$ cat src/rtl/rv_ctrl_pkg.sv
// Shared control encodings for the multicycle RV32I core: opcodes, FSM states,
// PC and writeback mux selects. Also used by the instruction decoder.
package rv_ctrl_pkg;

    localparam logic [6:0] OP_LUI      = 7'b0110111;
    localparam logic [6:0] OP_AUIPC    = 7'b0010111;
    localparam logic [6:0] OP_JAL      = 7'b1101111;
    localparam logic [6:0] OP_JALR     = 7'b1100111;
    localparam logic [6:0] OP_BTYPE    = 7'b1100011;
    localparam logic [6:0] OP_LOADS    = 7'b0000011;
    localparam logic [6:0] OP_STORES   = 7'b0100011;
    localparam logic [6:0] OP_ARITHM_I = 7'b0010011;
    localparam logic [6:0] OP_ARITHM_R = 7'b0110011;

    typedef enum logic [2:0] {
        ST_FETCH   = 3'd0,
        ST_DECODE  = 3'd1,
        ST_EXECUTE = 3'd2,
        ST_MEM     = 3'd3,
        ST_WB      = 3'd4,
        ST_TRAP    = 3'd5
    } ctrl_state_e;

    localparam logic [1:0] PC_SEL_PLUS4  = 2'b00;
    localparam logic [1:0] PC_SEL_BRANCH = 2'b01;
    localparam logic [1:0] PC_SEL_JALR   = 2'b10;

    localparam logic [1:0] WB_SEL_ALU  = 2'b00;
    localparam logic [1:0] WB_SEL_LOAD = 2'b01;
    localparam logic [1:0] WB_SEL_PC4  = 2'b10;
    localparam logic [1:0] WB_SEL_IMM  = 2'b11;

    function automatic logic is_legal_opcode(input logic [6:0] op);
        case (op)
            OP_LUI, OP_AUIPC, OP_JAL, OP_JALR, OP_BTYPE,
            OP_LOADS, OP_STORES, OP_ARITHM_I, OP_ARITHM_R: is_legal_opcode = 1'b1;
            default:                                       is_legal_opcode = 1'b0;
        endcase
    endfunction

    function automatic logic [1:0] pc_sel_of(input logic [6:0] op);
        case (op)
            OP_JAL:  pc_sel_of = PC_SEL_BRANCH;
            OP_JALR: pc_sel_of = PC_SEL_JALR;
            default: pc_sel_of = PC_SEL_PLUS4;
        endcase
    endfunction

    function automatic logic [1:0] wb_sel_of(input logic [6:0] op);
        case (op)
            OP_LOADS:         wb_sel_of = WB_SEL_LOAD;
            OP_JAL, OP_JALR:  wb_sel_of = WB_SEL_PC4;
            OP_LUI:           wb_sel_of = WB_SEL_IMM;
            default:          wb_sel_of = WB_SEL_ALU;
        endcase
    endfunction

endpackage

$ cat src/rtl/rv_ctrl_wait_timer.sv
// Counts consecutive not-ready cycles while the controller waits on memory and
// flags expiry on the cycle the count would reach TIMEOUT_CYCLES.
module rv_ctrl_wait_timer #(
    parameter int TIMEOUT_CYCLES = 16
) (
    input  logic clk,
    input  logic rst_n,
    input  logic clear,
    input  logic waiting,
    input  logic ready,
    output logic expired
);
    localparam int CW = $clog2(TIMEOUT_CYCLES + 1);

    logic [CW-1:0] cnt_q, cnt_d, cnt_inc;

    // A ready on the final cycle masks expiry, so ready always wins the race.
    always_comb begin
        cnt_inc = cnt_q + CW'(1);
        expired = waiting && !ready && (cnt_inc == CW'(TIMEOUT_CYCLES));
        cnt_d   = cnt_q;
        if (clear || !waiting) begin
            cnt_d = '0;
        end else if (!ready) begin
            cnt_d = cnt_inc;
        end
    end

    always_ff @(posedge clk or negedge rst_n) begin
        if (!rst_n) begin
            cnt_q <= '0;
        end else begin
            cnt_q <= cnt_d;
        end
    end

endmodule

$ cat src/rtl/rv_multicycle_ctrl.sv
// Multicycle RV32I control FSM sequencing fetch, decode, execute, memory and writeback
// with memory-ready timeouts. Define CTRL_PERF_CNT_EN to add CYCLE_CNT/INSTRET_CNT outputs.
module rv_multicycle_ctrl
    import rv_ctrl_pkg::*;
#(
    parameter int TIMEOUT_CYCLES = 16,
    parameter int CNT_W          = 32
) (
    input  logic             CLK,
    input  logic             RST_N,
    input  logic [6:0]       OPCODE,
    input  logic [4:0]       RD,
    input  logic             BR_TAKEN,
    input  logic             IMEM_READY,
    input  logic             DMEM_READY,
    output logic             IMEM_RE,
    output logic             IR_WE,
    output logic             DMEM_RE,
    output logic             DMEM_WE,
    output logic             REG_WE,
    output logic             PC_WE,
    output logic             TRAP,
    output logic [1:0]       PC_SEL,
    output logic [1:0]       WB_SEL,
    output logic [2:0]       STATE
`ifdef CTRL_PERF_CNT_EN
    ,
    output logic [CNT_W-1:0] CYCLE_CNT,
    output logic [CNT_W-1:0] INSTRET_CNT
`endif
);
    ctrl_state_e state_q, state_d;
    logic        wait_active, wait_ready, wait_expired, state_change;
    logic        is_load, is_store;

    assign is_load      = (OPCODE == OP_LOADS);
    assign is_store     = (OPCODE == OP_STORES);
    assign state_change = (state_d != state_q);
    assign STATE        = state_q;

    always_ff @(posedge CLK or negedge RST_N) begin
        if (!RST_N) begin
            state_q <= ST_FETCH;
        end else begin
            state_q <= state_d;
        end
    end

    rv_ctrl_wait_timer #(
        .TIMEOUT_CYCLES(TIMEOUT_CYCLES)
    ) u_wait_timer (
        .clk     (CLK),
        .rst_n   (RST_N),
        .clear   (state_change),
        .waiting (wait_active),
        .ready   (wait_ready),
        .expired (wait_expired)
    );

    // Outputs are gated by RST_N so enables drop the instant reset asserts.
    always_comb begin
        state_d     = state_q;
        IMEM_RE     = 1'b0;
        IR_WE       = 1'b0;
        DMEM_RE     = 1'b0;
        DMEM_WE     = 1'b0;
        REG_WE      = 1'b0;
        PC_WE       = 1'b0;
        TRAP        = 1'b0;
        PC_SEL      = PC_SEL_PLUS4;
        WB_SEL      = WB_SEL_ALU;
        wait_active = 1'b0;
        wait_ready  = 1'b0;
        if (RST_N) begin
            case (state_q)
                ST_FETCH: begin
                    IMEM_RE     = 1'b1;
                    wait_active = 1'b1;
                    wait_ready  = IMEM_READY;
                    if (IMEM_READY) begin
                        IR_WE   = 1'b1;
                        state_d = ST_DECODE;
                    end else if (wait_expired) begin
                        state_d = ST_TRAP;
                    end
                end
                ST_DECODE: begin
                    state_d = is_legal_opcode(OPCODE) ? ST_EXECUTE : ST_TRAP;
                end
                ST_EXECUTE: begin
                    if (is_load || is_store) begin
                        state_d = ST_MEM;
                    end else if (OPCODE == OP_BTYPE) begin
                        PC_WE   = 1'b1;
                        PC_SEL  = BR_TAKEN ? PC_SEL_BRANCH : PC_SEL_PLUS4;
                        state_d = ST_FETCH;
                    end else begin
                        state_d = ST_WB;
                    end
                end
                ST_MEM: begin
                    DMEM_RE     = is_load;
                    DMEM_WE     = is_store && !is_load;
                    wait_active = 1'b1;
                    wait_ready  = DMEM_READY;
                    if (DMEM_READY) begin
                        if (is_load) begin
                            state_d = ST_WB;
                        end else begin
                            PC_WE   = 1'b1;
                            state_d = ST_FETCH;
                        end
                    end else if (wait_expired) begin
                        state_d = ST_TRAP;
                    end
                end
                ST_WB: begin
                    REG_WE  = (RD != 5'd0);
                    PC_WE   = 1'b1;
                    PC_SEL  = pc_sel_of(OPCODE);
                    WB_SEL  = wb_sel_of(OPCODE);
                    state_d = ST_FETCH;
                end
                ST_TRAP: begin
                    TRAP = 1'b1;
                end
                default: begin
                    state_d = ST_TRAP;
                end
            endcase
        end
    end

`ifdef CTRL_PERF_CNT_EN
    logic [CNT_W-1:0] cycle_cnt_q, cycle_cnt_d, instret_cnt_q, instret_cnt_d;

    always_comb begin
        cycle_cnt_d   = cycle_cnt_q;
        instret_cnt_d = instret_cnt_q;
        if (state_q != ST_TRAP) begin
            cycle_cnt_d = cycle_cnt_q + CNT_W'(1);
            if (PC_WE) begin
                instret_cnt_d = instret_cnt_q + CNT_W'(1);
            end
        end
    end

    always_ff @(posedge CLK or negedge RST_N) begin
        if (!RST_N) begin
            cycle_cnt_q   <= '0;
            instret_cnt_q <= '0;
        end else begin
            cycle_cnt_q   <= cycle_cnt_d;
            instret_cnt_q <= instret_cnt_d;
        end
    end

    assign CYCLE_CNT   = cycle_cnt_q;
    assign INSTRET_CNT = instret_cnt_q;
`endif

endmodule

$ cat config.mk
export PLATFORM = sky130hd
export DESIGN_NAME = rv_multicycle_ctrl
export DESIGN_NICKNAME = d
export VERILOG_FILES = /design/src/rtl/rv_ctrl_pkg.sv /design/src/rtl/rv_ctrl_wait_timer.sv /design/src/rtl/rv_multicycle_ctrl.sv
export SDC_FILE = /design/constraint.sdc
export NUM_CORES = 1
export LEC_CHECK = 0
export CELL_PAD_IN_SITES_DETAIL_PLACEMENT = 1
export CELL_PAD_IN_SITES_GLOBAL_PLACEMENT = 1
export CORE_MARGIN = 1
export CORE_UTILIZATION = 33
export CTS_CLUSTER_DIAMETER = 150
export DETAILED_ROUTE_END_ITERATION = 6
export HOLD_SLACK_MARGIN = 0.12
export PLACE_DENSITY = 0.83
export SYNTH_ARGS = -nofsm -noshare
export SYNTH_HDL_FRONTEND = slang
export SYNTH_SLANG_ARGS = --single-unit
$ cat constraint.sdc
create_clock -name CLK -period 4.2 [get_ports CLK]
set_input_delay 0.42 -clock CLK [delete_from_list [all_inputs] [get_ports CLK]]
set_output_delay 0.42 -clock CLK [all_outputs]
set_load 0.01 [all_outputs]
* Word-level counts from Yosys, hierarchy flattened *
Index checks and enable logic that the tools add are counted.

word-level totals
  bits in registers = 8
  latch bits = 0
  memory bits (writable) = 0
  memories = 0
  output and inout port bits = 14
  bits of input ports = 17
  bits in read-only memories = 0
  logic and storage cells = 79

cells by class
  multiplexer cells = 46
  divide/modulo/power cells = 0
  shift-type cells = 0
  add/subtract/negate cells = 1
  reductions and logical operators = 13
  order comparisons = 0
  eq/ne operators = 17
  bitwise logic cells = 0
  multiply operators = 0

operators by type and width
  operator                                                          count
  1-bit 2-to-1 mux                                                  27
  3-bit 2-to-1 mux                                                  8
  7-bit by 6-bit == test with 1-bit output (second input constant)  3
  7-bit == test (second input constant)                             3
  3-bit case mux with 6 select lines                                1
  7-bit by 5-bit == test with 1-bit output (second input constant)  2
  5-bit 2-to-1 mux                                                  2
  9-bit OR reduction                                                1
  2-bit case mux with 2 select lines                                2
  7-bit by 2-bit == test with 1-bit output (second input constant)  1
  3-bit by 2-bit == test with 1-bit output (second input constant)  2
  3-bit == test (second input constant)                             2
  2-bit 2-to-1 mux                                                  3
  2-bit case mux with 3 select lines                                1
  5-bit by 1-bit adder with 5-bit output (second input constant)    1
  5-bit == test (second input constant)                             1
  5-bit nonzero test                                                1
  2-bit OR reduction                                                2
  3-bit by 1-bit == test with 1-bit output (second input constant)  1
  1-bit logical AND                                                 3
  1-bit zero test                                                   3
  3-bit zero test                                                   1
  3-bit != test                                                     1
  1-bit case mux with 3 select lines                                1
  other kinds (3)                                                   4

* Depth between registers and ports, before layout *
Gate-level depths: netlist (run 1).

  depth after elaboration = 13
  depth in mapped cells = 6
  depth with buffers taken out = 6

* By module *
A second synthesis (run 1) with hierarchy kept.

second synthesis, totals
  cells, all modules = 125
  area total of the unflattened synthesis = 894.6 um^2

modules (own cells, without submodules)
  module              cells each  instances  sequential area each (um^2)  area an instance (um^2)
  rv_multicycle_ctrl  95          1          75.1                         598.1
  rv_ctrl_wait_timer  30          1          125.1                        296.5

* Worst setup path before layout (run 1) *
Ideal clock, no wire load.

  path type = input -> output
  start = in RST_N
  end = out WB_SEL[0]
  data required time = 3.780 ns
  arrival = 1.606 ns
  buffers on the path = 1
  cell stages on the path = 5
  path slack = 2.174 ns
  cells stage by stage = buf_2 > nor2b_1 > nand3_1 > or2_2 > a211oi_1

between the ends
  word-level cells in the longest chain between the ends = 1

ends and longest elaborated chain
  item              RTL line                  RTL
  from (decl)       rv_multicycle_ctrl.sv:10  input logic RST_N,
  2-bit 2-to-1 mux  rv_multicycle_ctrl.sv:74  if (RST_N) begin
  to (decl)         rv_multicycle_ctrl.sv:24  output logic [1:0] WB_SEL,

Every way passes these cells.

* Final worst setup path (run 1) *
Ends and elaborated chain as after synthesis.

==> metrics.md, run 1 <==
| Metric | Value |
|---|---|
| Pleak | `0.450 nW` |
| Transition time of the tightest slew-check pin | `0.482 ns` |
| Setup repair bufs after CTS | `0` |
| Grt met2 use | `36.8%` |
| Num ports | `31` |
| Vias | `903` |
| Required time reported for the critical path endpoint | `3.78 ns` |
| Number of detailed-route iterations in the first pass | `2` |
| Insertion delay of the later-clocked pin in the worst-skew pair | `0.26 ns` |
| Summed instance area of the synthesized netlist | `826 sq um` |
| Overall global routing resource usage | `21.2%` |
| Number of nets in the synthesized netlist | `123` |
| Depth of the CTS H-tree | `1` |
| Max Fanout on Critical Path | `18` |
| Worst hold slack | `0.470 ns` |
| Max-cap violation count | `0` |
| Final total negative setup slack | `0 ns` |
| Effective utilization at floorplan | `36.3%` |
| Standard-cell row count | `17` |
| Fmax | `0.323 GHz` |
| Residual antenna-violating net count after detailed routing | `0` |
| Global-route wire length before repair | `4180 um` |
| Critical path class | `in -> out` |
| Setup repair after global routing missed its margin | `no` |
| Distinct cell type count of the synthesized netlist | `45` |
| Sink count of the clock tree | `8` |
| Die width | `52.0 um` |
| Post-DR wirelength/cell | `16.3 um` |
| Reg2Reg Capture Point | `STATE[2]$_DFF_PN0_` |
| Nets@finish | `155` |
| Async SR Flop Fraction | `100%` |
| Most Crowded Layer GR | `met2` |
| Final period util | `73.7%` |
| Number of filler cells placed in the layout | `299` |
| Average cell area after synthesis | `7.94 sq um` |
| Maximum buffer depth of the clock tree | `2` |
| Combined flip-flop and latch cell area | `200 sq um` |
| Arrival @ worst endpoint | `2.67 ns` |
| Min Tclk post-route | `3.09 ns` |
| Overall die height | `52.0 um` |
| Congestion Overflow GR | `0` |
| Antenna diodes | `0` |
| First element of the critical path | `RST_N` |
| Clk slew on worst S/H paths | `0.05 ns` |
| Fin. Hold Viols | `0` |
| GP Congestion | `0.763` |
| Synthesized flop and latch total | `8` |
| Endpoint kind of the worst setup timing path | `primary output` |
| Headroom to the max-slew limit | `67.9%` |
| Startpoint type of the worst setup path | `primary input` |
| Die area | `2710 sq um` |
| Fin. max-slew vios | `0` |
| Fraction of the yosys area taken by sequential cells | `24.2%` |
| Core Footprint | `2280 sq um` |
| Largest net degree at the start of global routing | `19` |
| Total Wirelength | `2630 um` |
| Inserted Clock Buffers | `3` |
| Number of enable-type register cells in the synthesized netlist | `0` |
| Number of remaining DRC errors | `0` |
| FF-to-FF path depth | `6` |
| Predominant post-synthesis flop cell | `sky130_fd_sc_hd__dfrtp_1` |
| Worst setup skew after layout | `0.00408 ns` |
| # port buffers | `30` |
| Overall power consumption | `0.281 mW` |
| Number of setup violations in the final report | `0` |
| CTS Root Buffer Type | `sky130_fd_sc_hd__clkbuf_4` |
| Worst R2R Start | `u_wait_timer.cnt_q[0]$_DFFE_PN0P_` |
| Run status | `finished, final reports clean` |
| Drt first-iter violations | `3` |
| Global-route track usage on met3 | `1.75%` |
| Worst hold path type | `in -> async` |
| Via count of the first global-routing pass | `874` |
| Clock tree from TritonCTS | `done` |
| Area added between synthesis and finish | `41.8%` |
| Post-cts repair resize count | `0` |
| Hold_buf cts | `0` |
| Power Dens Cells | `240 nW/um^2` |
| Register-to-Register Setup Slack | `2.19 ns` |
| Share of cells above drive strength 1 | `8.21%` |
| Area occupied by multi-input gates | `587 sq um` |
| HPWL after detailed placement | `2090 um` |
| Detail-routed via count per cell | `5.57` |
| Fraction of met1 tracks used by global routing | `27.4%` |
| Initial antenna violation count | `0` |
| Largest vdd supply drop | `0.236 mV` |
| Endpoint of the worst setup timing path | `WB_SEL[0]` |
| Number of instances in the synthesized netlist | `104` |
| Yosys warning count | `0` |
-- power by group --
part	internal, mW	total (mW)	leakage, nW	switching, mW
sequential	0.0837	0.109	0.103	0.0256
clock	0.0327	0.0596	0.0138	0.0268
combinational	0.0616	0.113	0.333	0.0510
total	0.178	0.281	0.450	0.103
-- cell usage in the layout (no fill, tap or decap), types with 3 or more instances in the layout --
| master | synthesis | layout |
|---|---|---|
| sky130_fd_sc_hd__nand2b_1 | 3 | 3 |
| sky130_fd_sc_hd__xnor2_1 | 4 | 4 |
| sky130_fd_sc_hd__nor4_1 | 5 | 5 |
| sky130_fd_sc_hd__xor2_1 | 3 | 3 |
| sky130_fd_sc_hd__nor2b_1 | 3 | 3 |
| sky130_fd_sc_hd__nor2_1 | 14 | 14 |
| sky130_fd_sc_hd__inv_1 | 5 | 5 |
| sky130_fd_sc_hd__nand2_1 | 6 | 6 |
| sky130_fd_sc_hd__clkdlybuf4s50_1 | 0 | 30 |
| sky130_fd_sc_hd__dfrtp_1 | 8 | 8 |
| sky130_fd_sc_hd__clkbuf_4 | 0 | 3 |
| sky130_fd_sc_hd__a21oi_1 | 3 | 3 |
| sky130_fd_sc_hd__nand3_1 | 6 | 6 |
-- final cells by class --
class,count,area share [%]
Multi-Input combinational cell,87,50.1
Inverter,5,1.60
Sequential cell,8,17.1
Timing Repair Buffer,31,26.3
Clock buffer,3,1.92
Tap cell,28,2.99
-- sequential cells by signal, summed over array words and instances, names as in the netlist --
signal	flops
STATE	3
u_wait_timer.cnt_q	5
-- worst max-delay path, cell delays in order --
cell and delay, ns:
sky130_fd_sc_hd__clkdlybuf4s50_1 0.45, sky130_fd_sc_hd__buf_4 0.22, sky130_fd_sc_hd__nor2b_1 0.27, sky130_fd_sc_hd__nand3_1 0.20
sky130_fd_sc_hd__or2_2 0.34, sky130_fd_sc_hd__a211oi_1 0.21, sky130_fd_sc_hd__clkdlybuf4s50_1 0.57
-- metal layers --
layer | up-vias | part of all wire (%)
met1 | 435 | 47
met5 | - | 0
met2 | 18 | 49
li1 | 447 | -
met3 | 3 | 3.0
met4 | 0 | 1.2
-- stage by stage --
stage	utilization [%]	cells	setup WS, ns	instance area [sq um]
after floorplan	-	104	2.17	826
after global placement	50.5	159	1.18	1150
after detailed placement	50.5	159	1.10	1150
after CTS	51.5	162	1.10	1170
final	51.5	162	1.11	1170
after global routing	51.5	162	0.906	1170
-- kinds of logic after synthesis --
group                    synth area share, %
AO/OA/AOI/OAI                           18.2
XOR/XNOR                                7.42
adder cells (fa/ha/maj)                 3.03
buffers and inverters                   4.70
flip-flops                              24.2
multiplexers                            1.21
AND/OR/NAND/NOR                         41.2
-- cell usage after synthesis (3+ instances only) --
library cell               instances  area share (%)
sky130_fd_sc_hd__nor2_1           14             6.4
sky130_fd_sc_hd__dfrtp_1           8              24
sky130_fd_sc_hd__nand2_1           6             2.7
sky130_fd_sc_hd__nand3_1           6             3.6
sky130_fd_sc_hd__inv_1             5             2.3
sky130_fd_sc_hd__nor4_1            5             3.8
sky130_fd_sc_hd__xnor2_1           4             4.2
sky130_fd_sc_hd__a21oi_1           3             1.8
sky130_fd_sc_hd__nand2b_1          3             2.3
sky130_fd_sc_hd__nor2b_1           3             2.3
sky130_fd_sc_hd__xor2_1            3             3.2
-- how the worst min path moves through the flow --
stage	from	endpoint	slack, ns	cells past startpoint
3_3_place_gp	u_wait_timer.cnt_q[4]$_DFFE_PN0P_	u_wait_timer.cnt_q[4]$_DFFE_PN0P_	0.60	2
5_1_grt	RST_N	u_wait_timer.cnt_q[4]$_DFFE_PN0P_	0.49	2
3_5_place_dp	u_wait_timer.cnt_q[4]$_DFFE_PN0P_	u_wait_timer.cnt_q[4]$_DFFE_PN0P_	0.60	2
4_1_cts	RST_N	u_wait_timer.cnt_q[1]$_DFFE_PN0P_	0.46	2
6_report	RST_N	u_wait_timer.cnt_q[1]$_DFFE_PN0P_	0.47	2
2_1_floorplan	RST_N	STATE[0]$_DFF_PN0_	0.12	0
No activity file was read; power rests on OpenSTA's default activity.
==> run 2, diff against run 1 <==
--- a/config.mk
+++ b/config.mk
@@ -8,11 +8,11 @@
 export CELL_PAD_IN_SITES_DETAIL_PLACEMENT = 1
 export CELL_PAD_IN_SITES_GLOBAL_PLACEMENT = 1
 export CORE_MARGIN = 1
-export CORE_UTILIZATION = 33
+export CORE_UTILIZATION = 31
 export CTS_CLUSTER_DIAMETER = 150
 export DETAILED_ROUTE_END_ITERATION = 6
 export HOLD_SLACK_MARGIN = 0.12
-export PLACE_DENSITY = 0.83
+export PLACE_DENSITY = 0.78
 export SYNTH_ARGS = -nofsm -noshare
 export SYNTH_HDL_FRONTEND = slang
 export SYNTH_SLANG_ARGS = --single-unit
==> constraint.sdc (replaced) <==
create_clock -name CLK -period 3.1 [get_ports CLK]
set_input_delay 0.31 -clock CLK [delete_from_list [all_inputs] [get_ports CLK]]
set_output_delay 0.31 -clock CLK [all_outputs]
set_load 0.01 [all_outputs]
==> run 2 against run 1 <==
Compared with the run above:
- hold slack worse by 0.077 ns
- final cell count rose by 1.9%
- wire length is 8.2% lower
- sequential cell count unchanged
- setup slack got worse by 0.71 ns
- sequential share of layout area down 0.14 points
- global-route usage down 2.5 points
- die area increased by 6.2%
- critical path type unchanged
- highest routed layer is now met3
==> metrics.md, run 2 (synthesized netlist as in run 1, its figures left out) <==
| Metric | Value |
|---|---|
| Final period util | `87.3%` |
| Most frequent standard cell in the layout excluding fill and tap cells | `sky130_fd_sc_hd__clkdlybuf4s50_1` |
| Share of cells above drive strength 1 | `8.89%` |
| Clock tree from TritonCTS | `done` |
| Insertion delay of the later-clocked pin in the worst-skew pair | `0.26 ns` |
| Setup repair bufs after CTS | `0` |
| Number of setup violations in the final report | `0` |
| Congestion Overflow GR | `0` |
| Overall global routing resource usage | `18.8%` |
| Post-DR wirelength/cell | `14.7 um` |
| FF-to-FF path depth | `6` |
| Antenna diodes | `0` |
| Initial antenna violation count | `0` |
| Clk slew on worst S/H paths | `0.06 ns` |
| Register-to-Register Setup Slack | `1.13 ns` |
| Max reg flops | `5` |
| Maximum buffer depth of the clock tree | `2` |
| Largest vdd supply drop | `0.244 mV` |
| Worst hold path type | `in -> async` |
| Startpoint type of the worst setup path | `primary input` |
| Max Fanout on Critical Path | `5` |
| Headroom to the max-slew limit | `75.1%` |
| Relative contribution of combinational cells to total power | `44.8%` |
| Final std cell area, no fill | `1180 sq um` |
| Sink count of the clock tree | `8` |
| Fraction of power spent switching nets | `36.6%` |
| Worst hold slack | `0.393 ns` |
| Number of filler cells placed in the layout | `312` |
| Fin. max-slew vios | `0` |
| Reg2Reg Capture Point | `STATE[2]$_DFF_PN0_` |
| Setup repair after global routing missed its margin | `no` |
| Number of detailed-route iterations in the first pass | `4` |
| Worst R2R Start | `u_wait_timer.cnt_q[0]$_DFFE_PN0P_` |
| Final total negative setup slack | `0 ns` |
| Area added between synthesis and finish | `43.0%` |
| Arrival @ worst endpoint | `2.40 ns` |
| Overall die height | `53.6 um` |
| Hold_buf cts | `0` |
| Power Dens Cells | `330 nW/um^2` |
| Global-route wire length before repair | `3940 um` |
| Pleak | `0.454 nW` |
| Part of the total power dissipated in sequential elements | `33.6%` |
| Detail-routed via count per cell | `5.48` |
| Total Wirelength | `2420 um` |
| # port buffers | `30` |
| Min Tclk post-route | `2.71 ns` |
| Critical path class | `in -> out` |
| Die area | `2870 sq um` |
| Run status | `finished, final reports clean` |
| Residual antenna-violating net count after detailed routing | `0` |
| Register bank with the most flops | `u_wait_timer.cnt_q` |
| Drt first-iter violations | `10` |
| Vias | `904` |
| Max-cap violation count | `0` |
| Fin. Hold Viols | `0` |
| Cells after DPL | `162` |
| Post-cts repair resize count | `0` |
| Num ports | `31` |
| Standard-cell row count | `18` |
| Placement Cell Area | `1160 sq um` |
| Number of standard cells in the layout, taps in and fillers out | `165` |
| Share of power burned in the clock network | `21.6%` |
| Worst setup skew after layout | `0.00528 ns` |
| Endpoint kind of the worst setup timing path | `primary output` |
| Largest net degree at the start of global routing | `18` |
| Net Switching | `0.143 mW` |
| Nets@finish | `156` |
| Effective utilization at floorplan | `33.0%` |
| Via count of the first global-routing pass | `867` |
| Number of remaining DRC errors | `0` |
| Core Footprint | `2500 sq um` |
| Transition time of the tightest slew-check pin | `0.371 ns` |
| Depth of the CTS H-tree | `1` |
| HPWL after detailed placement | `1920 um` |
| Required time reported for the critical path endpoint | `2.79 ns` |
| Die width | `53.6 um` |
| Fmax | `0.370 GHz` |
| Overall power consumption | `0.390 mW` |
| Commonest cells after routing, fill and taps aside | `30 x sky130_fd_sc_hd__clkdlybuf4s50_1, 14 x sky130_fd_sc_hd__nor2_1, 8 x sky130_fd_sc_hd__dfrtp_1, 6 x sky130_fd_sc_hd__nand2_1, 6 x sky130_fd_sc_hd__nand3_1` |
| CTS Root Buffer Type | `sky130_fd_sc_hd__clkbuf_4` |
| Inserted Clock Buffers | `3` |
| Internal power summed over all cells | `0.247 mW` |
| GP Congestion | `0.769` |
## run 2: power by group through the flow
stage	logic (mW)	clock network [mW]	registers, mW
CTS	0.176	0.0891	0.131
detailed placement	0.175	0	0.133
finish	0.175	0.0841	0.131
global route	0.192	0.0931	0.135
floorplan	0.0904	0	0.129
global placement	0.170	0	0.132
## run 2: worst max-delay path by stage
stage | start | to | slack (ns) | cells after the start
after floorplan | RST_N | WB_SEL[0] | 1.29 | 5
after global placement | RST_N | WB_SEL[0] | 0.39 | 6
after detailed placement | RST_N | WB_SEL[0] | 0.38 | 6
after CTS | RST_N | WB_SEL[0] | 0.38 | 6
after global routing | RST_N | WB_SEL[0] | 0.21 | 6
final | RST_N | WB_SEL[0] | 0.39 | 6
## run 2: per-stage QoR
| stage | worst slack (ns) | utilization [%] |
|---|---|---|
| final | 0.394 | 47.2 |
| after global routing | 0.214 | 47.2 |
| after CTS | 0.384 | 47.2 |
| after detailed placement | 0.383 | 46.3 |
| after global placement | 0.390 | 46.3 |
| after floorplan | 1.29 | - |
## run 2: final cells by class
type	count	area [sq um]	area share (%)
multi-input combinational	87	587	49.7
timing repair buffer	32	315	26.7
sequential	8	200	16.9
tap	30	37.5	3.18
clock buffer	3	22.5	1.91
inverter	5	18.8	1.59
## run 2: per-layer routing
| layer | vias to the layer above | part of all wire [%] | wire length [um] | global-route usage [%] |
|---|---|---|---|---|
| met5 | - | 0 | 0 | 0 |
| met3 | 0 | 6.7 | 162 | 6.21 |
| met4 | 0 | 0 | 0 | 3.95 |
| li1 | 449 | - | - | - |
| met2 | 26 | 45 | 1080 | 26.9 |
| met1 | 429 | 48 | 1170 | 27.0 |
## run 2: worst max-delay path, cell delays in order
cell and delay (ns):
sky130_fd_sc_hd__clkdlybuf4s50_1 0.47, sky130_fd_sc_hd__nor2b_1 0.30, sky130_fd_sc_hd__nand3_1 0.20, sky130_fd_sc_hd__or2_2 0.33, sky130_fd_sc_hd__a211oi_1 0.21, sky130_fd_sc_hd__clkdlybuf4s50_1 0.57
